**src/rtl/uart_cmd_ctrl_pkg.sv**
```systemverilog
// Shared state encodings, protocol byte defaults and helpers for uart_cmd_ctrl.
// The optional write acknowledge is selected by the UART_CMD_ACK_EN macro.
package uart_cmd_ctrl_pkg;

    // Nine states do not fit in three bits, so four bits are used.
    localparam int STATE_W = 4;

    localparam logic [STATE_W-1:0] ST_IDLE     = 4'd0;
    localparam logic [STATE_W-1:0] ST_W_ADDR   = 4'd1;
    localparam logic [STATE_W-1:0] ST_W_DATA   = 4'd2;
    localparam logic [STATE_W-1:0] ST_EXEC_WR  = 4'd3;
    localparam logic [STATE_W-1:0] ST_R_ADDR   = 4'd4;
    localparam logic [STATE_W-1:0] ST_EXEC_RD  = 4'd5;
    localparam logic [STATE_W-1:0] ST_RD_CAP   = 4'd6;
    localparam logic [STATE_W-1:0] ST_TX_WAIT  = 4'd7;
    localparam logic [STATE_W-1:0] ST_TX_GUARD = 4'd8;

    localparam int          DEF_TIMEOUT_CYCLES = 100000;
    localparam logic [7:0]  DEF_OP_WRITE       = 8'h57;
    localparam logic [7:0]  DEF_OP_READ        = 8'h52;
    localparam logic [7:0]  DEF_ACK_BYTE       = 8'h06;

    // States that are waiting for the next byte of a frame and so run the timeout.
    function automatic logic in_frame(input logic [STATE_W-1:0] s);
        return (s == ST_W_ADDR) || (s == ST_W_DATA) || (s == ST_R_ADDR);
    endfunction

endpackage

```
**src/rtl/uart_cmd_ctrl.sv**
```systemverilog
// Byte-level host command controller: parses 'W' addr data / 'R' addr frames,
// drives a single-cycle register bus and returns read data via uart_tx.
// Define UART_CMD_ACK_EN to acknowledge each completed write with ACK_BYTE.
module uart_cmd_ctrl
    import uart_cmd_ctrl_pkg::*;
#(
    parameter int         TIMEOUT_CYCLES = DEF_TIMEOUT_CYCLES,
    parameter logic [7:0] OP_WRITE       = DEF_OP_WRITE,
    parameter logic [7:0] OP_READ        = DEF_OP_READ
`ifdef UART_CMD_ACK_EN
    ,
    parameter logic [7:0] ACK_BYTE       = DEF_ACK_BYTE
`endif
) (
    input  logic       clk,
    input  logic       rst,
    input  logic [7:0] rx_data,
    input  logic       rx_valid,
    output logic [7:0] tx_data,
    output logic       tx_start,
    input  logic       tx_busy,
    output logic [7:0] reg_addr,
    output logic [7:0] reg_wdata,
    output logic       reg_we,
    output logic       reg_re,
    input  logic [7:0] reg_rdata,
    output logic       err
);

    localparam int                CNT_W    = $clog2(TIMEOUT_CYCLES);
    localparam logic [CNT_W-1:0]  CNT_LAST = CNT_W'(TIMEOUT_CYCLES - 1);

    logic [STATE_W-1:0] state;
    logic [CNT_W-1:0]   cnt;
    logic               timeout;
    logic               busy_state;

    assign timeout    = !rx_valid && (cnt == CNT_LAST);
    assign busy_state = (state != ST_IDLE) && !in_frame(state);

    always_ff @(posedge clk) begin
        if (rst) begin
            state     <= ST_IDLE;
            cnt       <= '0;
            tx_data   <= '0;
            tx_start  <= 1'b0;
            reg_addr  <= '0;
            reg_wdata <= '0;
            reg_we    <= 1'b0;
            reg_re    <= 1'b0;
            err       <= 1'b0;
        end else begin
            // NOTE: strobes default low every cycle so each pulse is exactly one clock wide.
            tx_start <= 1'b0;
            reg_we   <= 1'b0;
            reg_re   <= 1'b0;
            err      <= 1'b0;

            if (rx_valid || !in_frame(state)) cnt <= '0;
            else                              cnt <= cnt + 1'b1;

            case (state)
                ST_IDLE: begin
                    if (rx_valid) begin
                        if (rx_data == OP_WRITE)     state <= ST_W_ADDR;
                        else if (rx_data == OP_READ) state <= ST_R_ADDR;
                        else                         err   <= 1'b1;
                    end
                end
                ST_W_ADDR: begin
                    if (rx_valid) begin
                        reg_addr <= rx_data;
                        state    <= ST_W_DATA;
                    end else if (timeout) begin
                        err   <= 1'b1;
                        state <= ST_IDLE;
                    end
                end
                ST_W_DATA: begin
                    // Strobe is registered on entry so it is high exactly while in EXEC_WR.
                    if (rx_valid) begin
                        reg_wdata <= rx_data;
                        reg_we    <= 1'b1;
                        state     <= ST_EXEC_WR;
                    end else if (timeout) begin
                        err   <= 1'b1;
                        state <= ST_IDLE;
                    end
                end
                ST_R_ADDR: begin
                    if (rx_valid) begin
                        reg_addr <= rx_data;
                        reg_re   <= 1'b1;
                        state    <= ST_EXEC_RD;
                    end else if (timeout) begin
                        err   <= 1'b1;
                        state <= ST_IDLE;
                    end
                end
                ST_EXEC_WR: begin
`ifdef UART_CMD_ACK_EN
                    tx_data <= ACK_BYTE;
                    state   <= ST_TX_WAIT;
`else
                    state   <= ST_IDLE;
`endif
                end
                ST_EXEC_RD: state <= ST_RD_CAP;
                ST_RD_CAP: begin
                    tx_data <= reg_rdata;
                    state   <= ST_TX_WAIT;
                end
                ST_TX_WAIT: begin
                    if (!tx_busy) begin
                        tx_start <= 1'b1;
                        state    <= ST_TX_GUARD;
                    end
                end
                ST_TX_GUARD: state <= ST_IDLE;
                default:     state <= ST_IDLE;
            endcase

            // Bytes arriving while a command executes or responds are dropped.
            if (rx_valid && busy_state) err <= 1'b1;
        end
    end

endmodule

```
**config.mk**
```make
export PLATFORM = sky130hd
export DESIGN_NAME = uart_cmd_ctrl
export DESIGN_NICKNAME = d
export VERILOG_FILES = /design/src/rtl/uart_cmd_ctrl_pkg.sv /design/src/rtl/uart_cmd_ctrl.sv
export SDC_FILE = /design/constraint.sdc
export NUM_CORES = 1
export LEC_CHECK = 0
export BUFFER_PORTS_ARGS = -buffer_cell sky130_fd_sc_hd__buf_2
export CORE_ASPECT_RATIO = 1.1
export CORE_UTILIZATION = 35
export CTS_CLUSTER_SIZE = 8
export DETAILED_ROUTE_END_ITERATION = 10
export GPL_TIMING_DRIVEN = 0
export SYNTH_ARGS = -nofsm -noshare
export SYNTH_HDL_FRONTEND = slang
export SYNTH_SLANG_ARGS = --single-unit
```
**constraint.sdc**
```tcl
create_clock -name clk -period 2.3 [get_ports clk]
set_input_delay 0.23 -clock clk [delete_from_list [all_inputs] [get_ports clk]]
set_output_delay 0.23 -clock clk [all_outputs]
set_load 0.02 [all_outputs]
```
---- Word-level counts from Yosys, hierarchy flattened ----
Cells that the tools add are included.
storage, ports and cells
  bits in registers ....................... 49
  output and inout bits ................... 28
cells by class
  $add $sub $neg .......................... 1
  equality and inequality tests ........... 12
  mux-type cells .......................... 18
  bitwise logic cells ..................... 3
  reduce and logical (&&, ||, !) cells .... 19
operators with widths
  kind                                           count
  2-to-1 mux 4 bit                               8
  one-hot mux 4 bit (7 select lines)             1
  adder 17 x 1 -> 17 bit, second input constant  1
  == test 17 bit, second input constant          1
  == test 4 x 3 -> 1 bit, second input constant  4
  == test 8 x 7 -> 1 bit, second input constant  2
  OR reduction 2 bit                             5
  2-to-1 mux 1 bit                               8
  == test 4 x 1 -> 1 bit, second input constant  1
  == test 4 x 2 -> 1 bit, second input constant  1
  zero test 4 bit                                1
  != test 2 bit, second input constant           2
  AND reduction 2 bit                            2
  nonzero test 4 bit                             1
  logical AND 1 bit                              3
  logical OR 1 bit                               3
  != test 3 bit, second input constant           1
  inverter 1 bit                                 3
  AND reduction 3 bit                            1
  OR reduction 3 bit                             1
  zero test 1 bit                                2
  one-hot mux 1 bit (2 select lines)             1

---- Longest topological paths before layout ----
Gate-level depths: netlist of run 1.
  word-level depth ........................ 7
  mapped depth ............................ 7
  depth with buffers taken out ............ 6

---- Least setup slack after synthesis of run 1 ----
Ideal clock, no wire load.
  path type ............................... register -> register
  start point ............................. reg cnt[11]
  end point ............................... reg state[1]
  data arrival time ....................... 1.526 ns
  required time ........................... 2.183 ns
  slack ................................... 0.657 ns
  stages on the path, launching flop included .. 6
  path buffers ............................ 0
  cells stage by stage .................... dfxtp_1 -> or4_1 -> nor3_1 -> nand4_1 -> a21o_1 -> a32o_1
between the ends
  longest elaborated chain between the ends .. 5
  elaborated cells on any way between the ends .. 7
  classes of those cells .................. 1 x eq/ne; 5 x mux; 1 x reduce/logical
RTL lines
  what                                        RTL line             text
  start: declaration                          uart_cmd_ctrl.sv:34  logic [CNT_W-1:0] cnt;
  start signal: assignment                    uart_cmd_ctrl.sv:60  else cnt <= cnt + 1'b1;
  == test 17 bit (*)                          uart_cmd_ctrl.sv:38  assign timeout = !rx_valid && (cnt == CNT_LAST);
  logical AND 1 bit (*)                       uart_cmd_ctrl.sv:38
  2-to-1 mux 4 bit (*)                        -
  2-to-1 mux 4 bit, on equally long branches  -
  one-hot mux 4 bit (7 select lines) (*)      -
  end signal: assignment                      uart_cmd_ctrl.sv:43  state <= ST_IDLE;
  end signal: assignment                      uart_cmd_ctrl.sv:65  if (rx_data == OP_WRITE) state <= ST_W_ADDR;
  end signal: assignment                      uart_cmd_ctrl.sv:66  else if (rx_data == OP_READ) state <= ST_R_ADDR;
  end: declaration                            uart_cmd_ctrl.sv:33  logic [STATE_W-1:0] state;
Mark *: on every way between the ends. The rest lies on a longest branch, timed or not.
A chain may end at the register's enable or synchronous reset.

---- Worst setup path after layout of run 1 ----
  start point ............................. reg state[1]
  end point ............................... reg state[2]
between the ends
  longest elaborated chain between the ends .. 3
  elaborated cells on any way between the ends .. 12
  classes of those cells .................. 9 x eq/ne; 1 x mux; 2 x reduce/logical
RTL lines
  what                                                       RTL line             text
  == test 4 x 3 -> 1 bit or zero test 4 bit (tied branches)  uart_cmd_ctrl.sv:62  case (state)
  != test 2 bit (no line) or != test 3 bit (tied branches)   -
  AND reduction 3 bit (no line)                              -
Several ways; a longest one is shown, not always the timed one.

==> impl_metrics.yaml, run 1 <==
status:
  run_status: "finished, final reports clean"
routing:
  drtAntennaViolNets: 0
  drt_wl_total_um: 4310
  vias: 1765
  vias_per_cell: 4.757
  wire_per_inst_um: 11.62
  firstDrtPassIters: 4
  drt_iter0_markers: 111
  drc: 0
worst_setup_path:
  critical_path.cell_chain: "clkbuf_1 > nor2_1 > nor4b_1 > a21oi_1 > a221oi_2"
  end_kind: "flip-flop"
  cpPeakStageDelay_ns: 0.49
  required_ns: 2.51
  crit_buf_inv: 1
  cp.arrival_ns: 2.06
  crit_type: "reg2reg"
  crit_family: "simple AND/OR/NAND/NOR gates"
  cp_slowest_cell: "nor4b_1"
  crit_path_max_fanout: 10
  critPathLaunchType: "flip-flop"
grt:
  grt_max_degree: 15
  overflow: 0
  grt_antenna_before_repair: 0
  grt_pass1_vias: 1659
  grt_first_pass_wirelength_um: 7314
  track_usage_pct: 15.04
sta:
  max_freq_mhz: 541.9
  drv_slew: 0
  worstMarginPinSlew_ns: 0.5905
  final.period_utilization_pct: 80.23
  final_hold_viol_count: 0
  fin_crit_ns: 1.845
  fin_setup_tns_ns: 0
  setup_viol: 0
  relSlewSlack_pct: 60.27
  grt_setup_unrepaired: "no"
  skew_ns: 0.008149
clock_network:
  cts_tree: "yes"
  clk_latency_ns: 0.30
  clock-sinks: 49
  cts_max_level: 2
  cts_buffers: 5
  cts_buffer_depth: 2
  root_buffer: "clkbuf_8"
  post_cts_resize_count: 0
  ctsHoldBuffers: 0
  cts.reportedPaths.clkPinSlew_ns: 0.09
  post_cts_buffers: 0
flow_run:
  cap_violations: 0
worst_hold_path:
  min_path_type: "in2reg"
pwr:
  power_density_nw_per_um2: 555.0
  switching_power_uw: 304.6
  leakagePower_nw: 1.037
  internal_power_mw: 1.085
  power_mw: 1.390
  p_comb_share_pct: 3.7
  clockPowerShare_pct: 35.2
  p_sw_share_pct: 21.92
  pwr-share-seq_pct: 61.1
  peakVddDrop_mv: 0.4151
die:
  initial_core_util_pct: 36.20
  dieArea_um2: 6280
  io_pins: 48
  num_rows: 29
  die_w_um: 75.65
  fp.dieH_um: 83.02
  coreArea_um2: 5769
final_layout:
  area_growth_syn_to_layout_pct: 19.89
  diodes: 0
  fin_nets: 314
  drive_above_1_share_pct: 20.75
  layout_common_cells: "51 x buf_2, 49 x dfxtp_1, 40 x nor2_1"
  final_common_cell: "buf_2"
yosys:
  synth_edf_count: 0
  ys_seq_area_share_pct: 46.97
  syn_inst: 239
  ys_types: 36
  syn_nets: 260
  ys_async_sr_fraction_pct: 0
  syn_area_um2: 2088
  synth-warning-count: 0
  synth_ff_type: "dfxtp_1"
  synth_seq_cells: 49
  syn_avg_cell_area_um2: 8.737
placed_design:
  gp_congestion: 0.8597
  place_hpwl_um: 3165
  port_buffers: 47
sequential cells by signal, indices dropped and copies added (netlist names):
signal,flops
state,4
tx_data,8
reg_wdata,8
reg_re,1
reg_we,1
tx_start,1
cnt,17
err,1
reg_addr,8
metal layers:
| metal | GRT usage [%] | part of all wire (%) | routed length, µm |
|---|---|---|---|
| met1 | 19.82 | 49 | 2095 |
| met2 | 21.92 | 44 | 1908 |
| met3 | 5.583 | 5.7 | 247 |
| met4 | 6.061 | 1.4 | 59 |
| met5 | 0 | 0 | 0 |
tightest hold or removal path, delay by kind of cell:
family	cells	cell delay, ns
compound gates	1	0.05
buf+inv	1	0.09
simple gates	1	0.04
area by class of cell:
| cell class | count | area, µm² |
|---|---|---|
| multi-input combinational | 171 | 1031 |
| sequential | 49 | 980.9 |
| buffer | 13 | 53.80 |
| tap | 77 | 96.34 |
| fill | 600 | 3266 |
| clock inverter | 1 | 7.507 |
| inverter | 6 | 22.52 |
| clock buffer | 7 | 76.32 |
| timing repair buffer | 47 | 235.2 |
cells in the mapped netlist, types with 3 or more instances:
cell type / instances / area (µm²)
nor4b_1: 3 / 26.28
nand3_1: 10 / 50.05
xnor2_1: 6 / 52.55
buf_2: 4 / 20.02
nor2_1: 40 / 150.1
clkbuf_1: 9 / 33.78
and3_1: 3 / 18.77
and4_1: 3 / 26.28
dfxtp_1: 49 / 980.9
and2_1: 4 / 25.02
mux2i_1: 17 / 170.2
nor3_1: 6 / 30.03
nor4_1: 3 / 18.77
a21oi_1: 13 / 65.06
xor2_1: 11 / 96.34
inv_1: 6 / 22.52
nand4_1: 4 / 25.02
nand2_1: 27 / 101.4
cells by family after synthesis:
kind of cell / after synthesis / synth area share [%]
simple gates: 112 / 26.18
buf+inv: 19 / 3.655
fa+ha+maj: 1 / 0.5991
mux: 17 / 8.148
compound gates: 24 / 7.310
flops: 49 / 46.97
xor+xnor: 17 / 7.130
metrics by stage:
stage          utilization [%]  setup WS, ns  hold slack (ns)  cells  area (µm²)
2_1_floorplan                -        0.6568           0.3093    239        2088
3_3_place_gp             41.94        0.4414           0.4392    363        2420
3_5_place_dp             41.94        0.4497           0.4488    363        2420
4_1_cts                  43.40        0.4507           0.1476    371        2504
5_1_grt                  43.40        0.3270           0.1671    371        2504
6_report                 43.40        0.4547           0.1581    371        2504
power by group through the flow:
stage | clock network (mW) | registers [mW] | logic, mW
4_1_cts | 0.513 | 0.849 | 0.0518
3_5_place_dp | 0 | 0.869 | 0.0517
5_1_grt | 0.539 | 0.850 | 0.0575
3_3_place_gp | 0 | 0.869 | 0.0513
6_report | 0.489 | 0.849 | 0.0511
2_1_floorplan | 0 | 0.871 | 0.0196
path summary, 6_finish.rpt:
| path | slack, ns | end | from | cells past startpoint |
|---|---|---|---|---|
| hold / removal | 0.16 | tx_data[1] | reg_rdata[1] | 3 |
| setup / recovery | 0.45 | state[2] | state[1] | 5 |
| hold reg to reg | 0.46 | tx_data[6] | tx_data[6] | 2 |
| setup reg to reg | 0.45 | state[2] | state[1] | 5 |
(Power assumes the default switching activity.)
==> run 2: changes to the inputs <==
--- a/config.mk
+++ b/config.mk
@@ -5,6 +5,7 @@
 export SDC_FILE = /design/constraint.sdc
 export NUM_CORES = 1
 export LEC_CHECK = 0
+export ABC_AREA = 1
 export BUFFER_PORTS_ARGS = -buffer_cell sky130_fd_sc_hd__buf_2
 export CORE_ASPECT_RATIO = 1.1
 export CORE_UTILIZATION = 35
==> constraint.sdc (replaced) <==
create_clock -name clk -period 1.9 [get_ports clk]
set_input_delay 0.19 -clock clk [delete_from_list [all_inputs] [get_ports clk]]
set_output_delay 0.19 -clock clk [all_outputs]
set_load 0.02 [all_outputs]
==> run 2 against run 1 <==
Sequential power is 21% higher. Final cell count up 16%. Synthesized cell count is 24% higher. Largest cell class unchanged. Combinational power increased by 27%. Sequential share of layout area decreased by 1.2 points. Core utilization is 0.85 points higher. Clock skew is 0.00067 ns higher. First-iteration DRC count decreased by 22%. Highest routed layer unchanged. Die area rose by 2.1%. Critical path depth rose by 4. Non-clock buffer count down 7.
==> impl_metrics.yaml, run 2 <==
sta:
  relSlewSlack_pct: 71.05
  worstMarginPinSlew_ns: 0.4310
  max_freq_mhz: 620.6
  final_hold_viol_count: 0
  fin_crit_ns: 1.611
  grt_setup_unrepaired: "no"
  skew_ns: 0.008822
  setup_viol: 0
  final.period_utilization_pct: 84.80
  fin_setup_tns_ns: 0
  drv_slew: 0
yosys:
  synthSimpleGateAreaFrac_pct: 32.79
  synthXorXnorAreaFrac_pct: 1.642
  synthTopCellsByCount: "57 x nand2_1, 56 x nor2_1, 49 x dfxtp_1, 34 x inv_1, 24 x o21ai_0"
  synthTopCellsByArea: "dfxtp_1 46%, nand2_1 10%, nor2_1 9.9%"
  yosysMostFrequentCell: "nand2_1"
  synth_edf_count: 0
  synth_top_area_share_pct: 45.98
  synth_top_area_cell: "dfxtp_1"
  synth_compound_area_share_pct: 11.20
  ys_seq_area_share_pct: 45.98
  ys_types: 34
  syn_avg_cell_area_um2: 7.183
  synthAdderAreaFrac_pct: 0.5865
  syn_nets: 318
  ys_async_sr_fraction_pct: 0
  synth-warning-count: 0
  synth_top_family_by_area: "simple AND/OR/NAND/NOR gates"
  synth_seq_cells: 49
  syn_inst: 297
  synthMuxAreaShare_pct: 0
  synth_ff_type: "dfxtp_1"
  syn_area_um2: 2133
routing:
  firstDrtPassIters: 4
  vias_per_cell: 4.569
  wire_per_inst_um: 10.35
  drt_wl_total_um: 4440
  vias: 1960
  drtAntennaViolNets: 0
  drt_iter0_markers: 87
  drc: 0
final_layout:
  area_growth_syn_to_layout_pct: 21.17
  seqCellArea_um2: 980.9
  layout_common_cells: "57 x nand2_1, 56 x nor2_1, 49 x dfxtp_1"
  largest_register_ff_count: 17
  multi_input_area_um2: 985.9
  post-route-util_pct: 44.25
  n_fill_cell: 610
  fin_nets: 372
  diodes: 0
  final_common_cell: "nand2_1"
  layoutNonFillerInstCount: 429
  drive_above_1_share_pct: 19.89
  regMostFlops: "cnt"
clock_network:
  cts_tree: "yes"
  cts_buffer_depth: 2
  ctsHoldBuffers: 0
  clk_latency_ns: 0.30
  root_buffer: "clkbuf_8"
  cts_max_level: 2
  cts.reportedPaths.clkPinSlew_ns: 0.09
  cts_buffers: 5
  post_cts_buffers: 0
  post_cts_resize_count: 0
  clock-sinks: 49
worst_setup_path:
  end_kind: "flip-flop"
  worstReg2RegEnd: "reg_addr[3]"
  cp_slowest_cell: "dfxtp_1"
  r2r-start: "state[3]"
  crit_type: "reg2reg"
  cp.arrival_ns: 1.81
  r2r_cells: 9
  cpPeakStageDelay_ns: 0.31
  crit_family: "simple AND/OR/NAND/NOR gates"
  critPathLaunchType: "flip-flop"
  required_ns: 2.10
  crit_top_cell: "nand2_1"
  crit_path_max_fanout: 9
  reg2reg_slack_ns: 0.29
  critical_path.cell_chain: "inv_1 > nand2_1 > inv_1 > nand3_1 > nand2_1 > nand2_1 > clkinv_1 > o21ai_0 > a21oi_1"
  crit_buf_inv: 3
die:
  dieArea_um2: 6412
  io_pins: 48
  fp.dieH_um: 83.88
  coreArea_um2: 5842
  num_rows: 29
  initial_core_util_pct: 36.52
  die_w_um: 76.44
worst_hold_path:
  min_to: "state[3]"
  hp-start: "tx_busy"
  min_path_cells: 2
  min_path_type: "in2reg"
grt:
  overflow: 0
  grt_first_pass_wirelength_um: 7652
  grt_antenna_before_repair: 0
  track_usage_pct: 14.67
  grt_max_degree: 16
  grt_pass1_vias: 1738
placed_design:
  port_buffers: 47
  gp_congestion: 0.7937
  place_hpwl_um: 3276
  dp.cells: 421
flow_run:
  cap_violations: 0
pwr:
  peakVddDrop_mv: 0.3605
  power_density_nw_per_um2: 721.6
  leakagePower_nw: 1.188
status:
  run_status: "finished, final reports clean"
-- run 2: area by class of cell --
class	instances	share of cell area, %
Clock buffer	6	3.195
Buffer	6	1.065
Multi-Input combinational cell	205	38.14
Clock inverter	2	1.452
Sequential cell	49	37.95
Inverter	37	5.373
Timing Repair Buffer	47	9.100
Tap cell	77	3.727
-- run 2: worst max path at each step --
stage,end,slack [ns],cells after the start,start
final,reg_addr[3],0.29,9,state[3]
after global routing,reg_addr[3],0.09,9,state[3]
after CTS,reg_addr[3],0.28,9,state[3]
after detailed placement,reg_addr[3],0.30,9,state[3]
after global placement,reg_addr[3],0.33,9,state[3]
after floorplan,cnt[12],0.44,11,cnt[0]
-- run 2: per-layer routing --
| layer | vias up | share of wire, % | global-route usage, % |
|---|---|---|---|
| li1 | 1049 | - | - |
| met1 | 857 | 49 | 18.10 |
| met2 | 47 | 45 | 24.82 |
| met3 | 7 | 4.6 | 3.497 |
| met4 | 0 | 1.4 | 5.070 |
| met5 | - | 0 | 0 |
-- run 2: kinds of logic (layout without fill, tap and decap cells) --
family / after synthesis / in the layout
buf+inv: 43 / 98
flops: 49 / 49
compound gates: 46 / 46
simple gates: 154 / 154
xor+xnor: 4 / 4
fa+ha+maj: 1 / 1
-- run 2: per-stage QoR --
stage	power (mW)	cell area, µm²	worst slack (ns)	hold WS (ns)
6_report	1.865	2585	0.2887	0.06041
5_1_grt	1.948	2585	0.09106	0.04993
4_1_cts	1.896	2585	0.2849	0.05074
3_5_place_dp	1.117	2465	0.3049	0.3861
3_3_place_gp	1.116	2465	0.3307	0.3832
2_1_floorplan	1.081	2133	0.4417	0.2624
-- run 2: worst reg2reg max path: stages, from the launching register on --
cell and delay [ns]:
dfxtp_1 0.31, inv_1 0.04, nand2_1 0.09, inv_1 0.06, nand3_1 0.15, nand2_1 0.11, nand2_1 0.21, clkinv_1 0.26
o21ai_0 0.22, a21oi_1 0.06
-- run 2: report_power, final --
part           switching, mW  internal, mW
logic                 0.0406        0.0244
registers           0.000448          1.03
clock network          0.345         0.428
total                  0.386          1.48
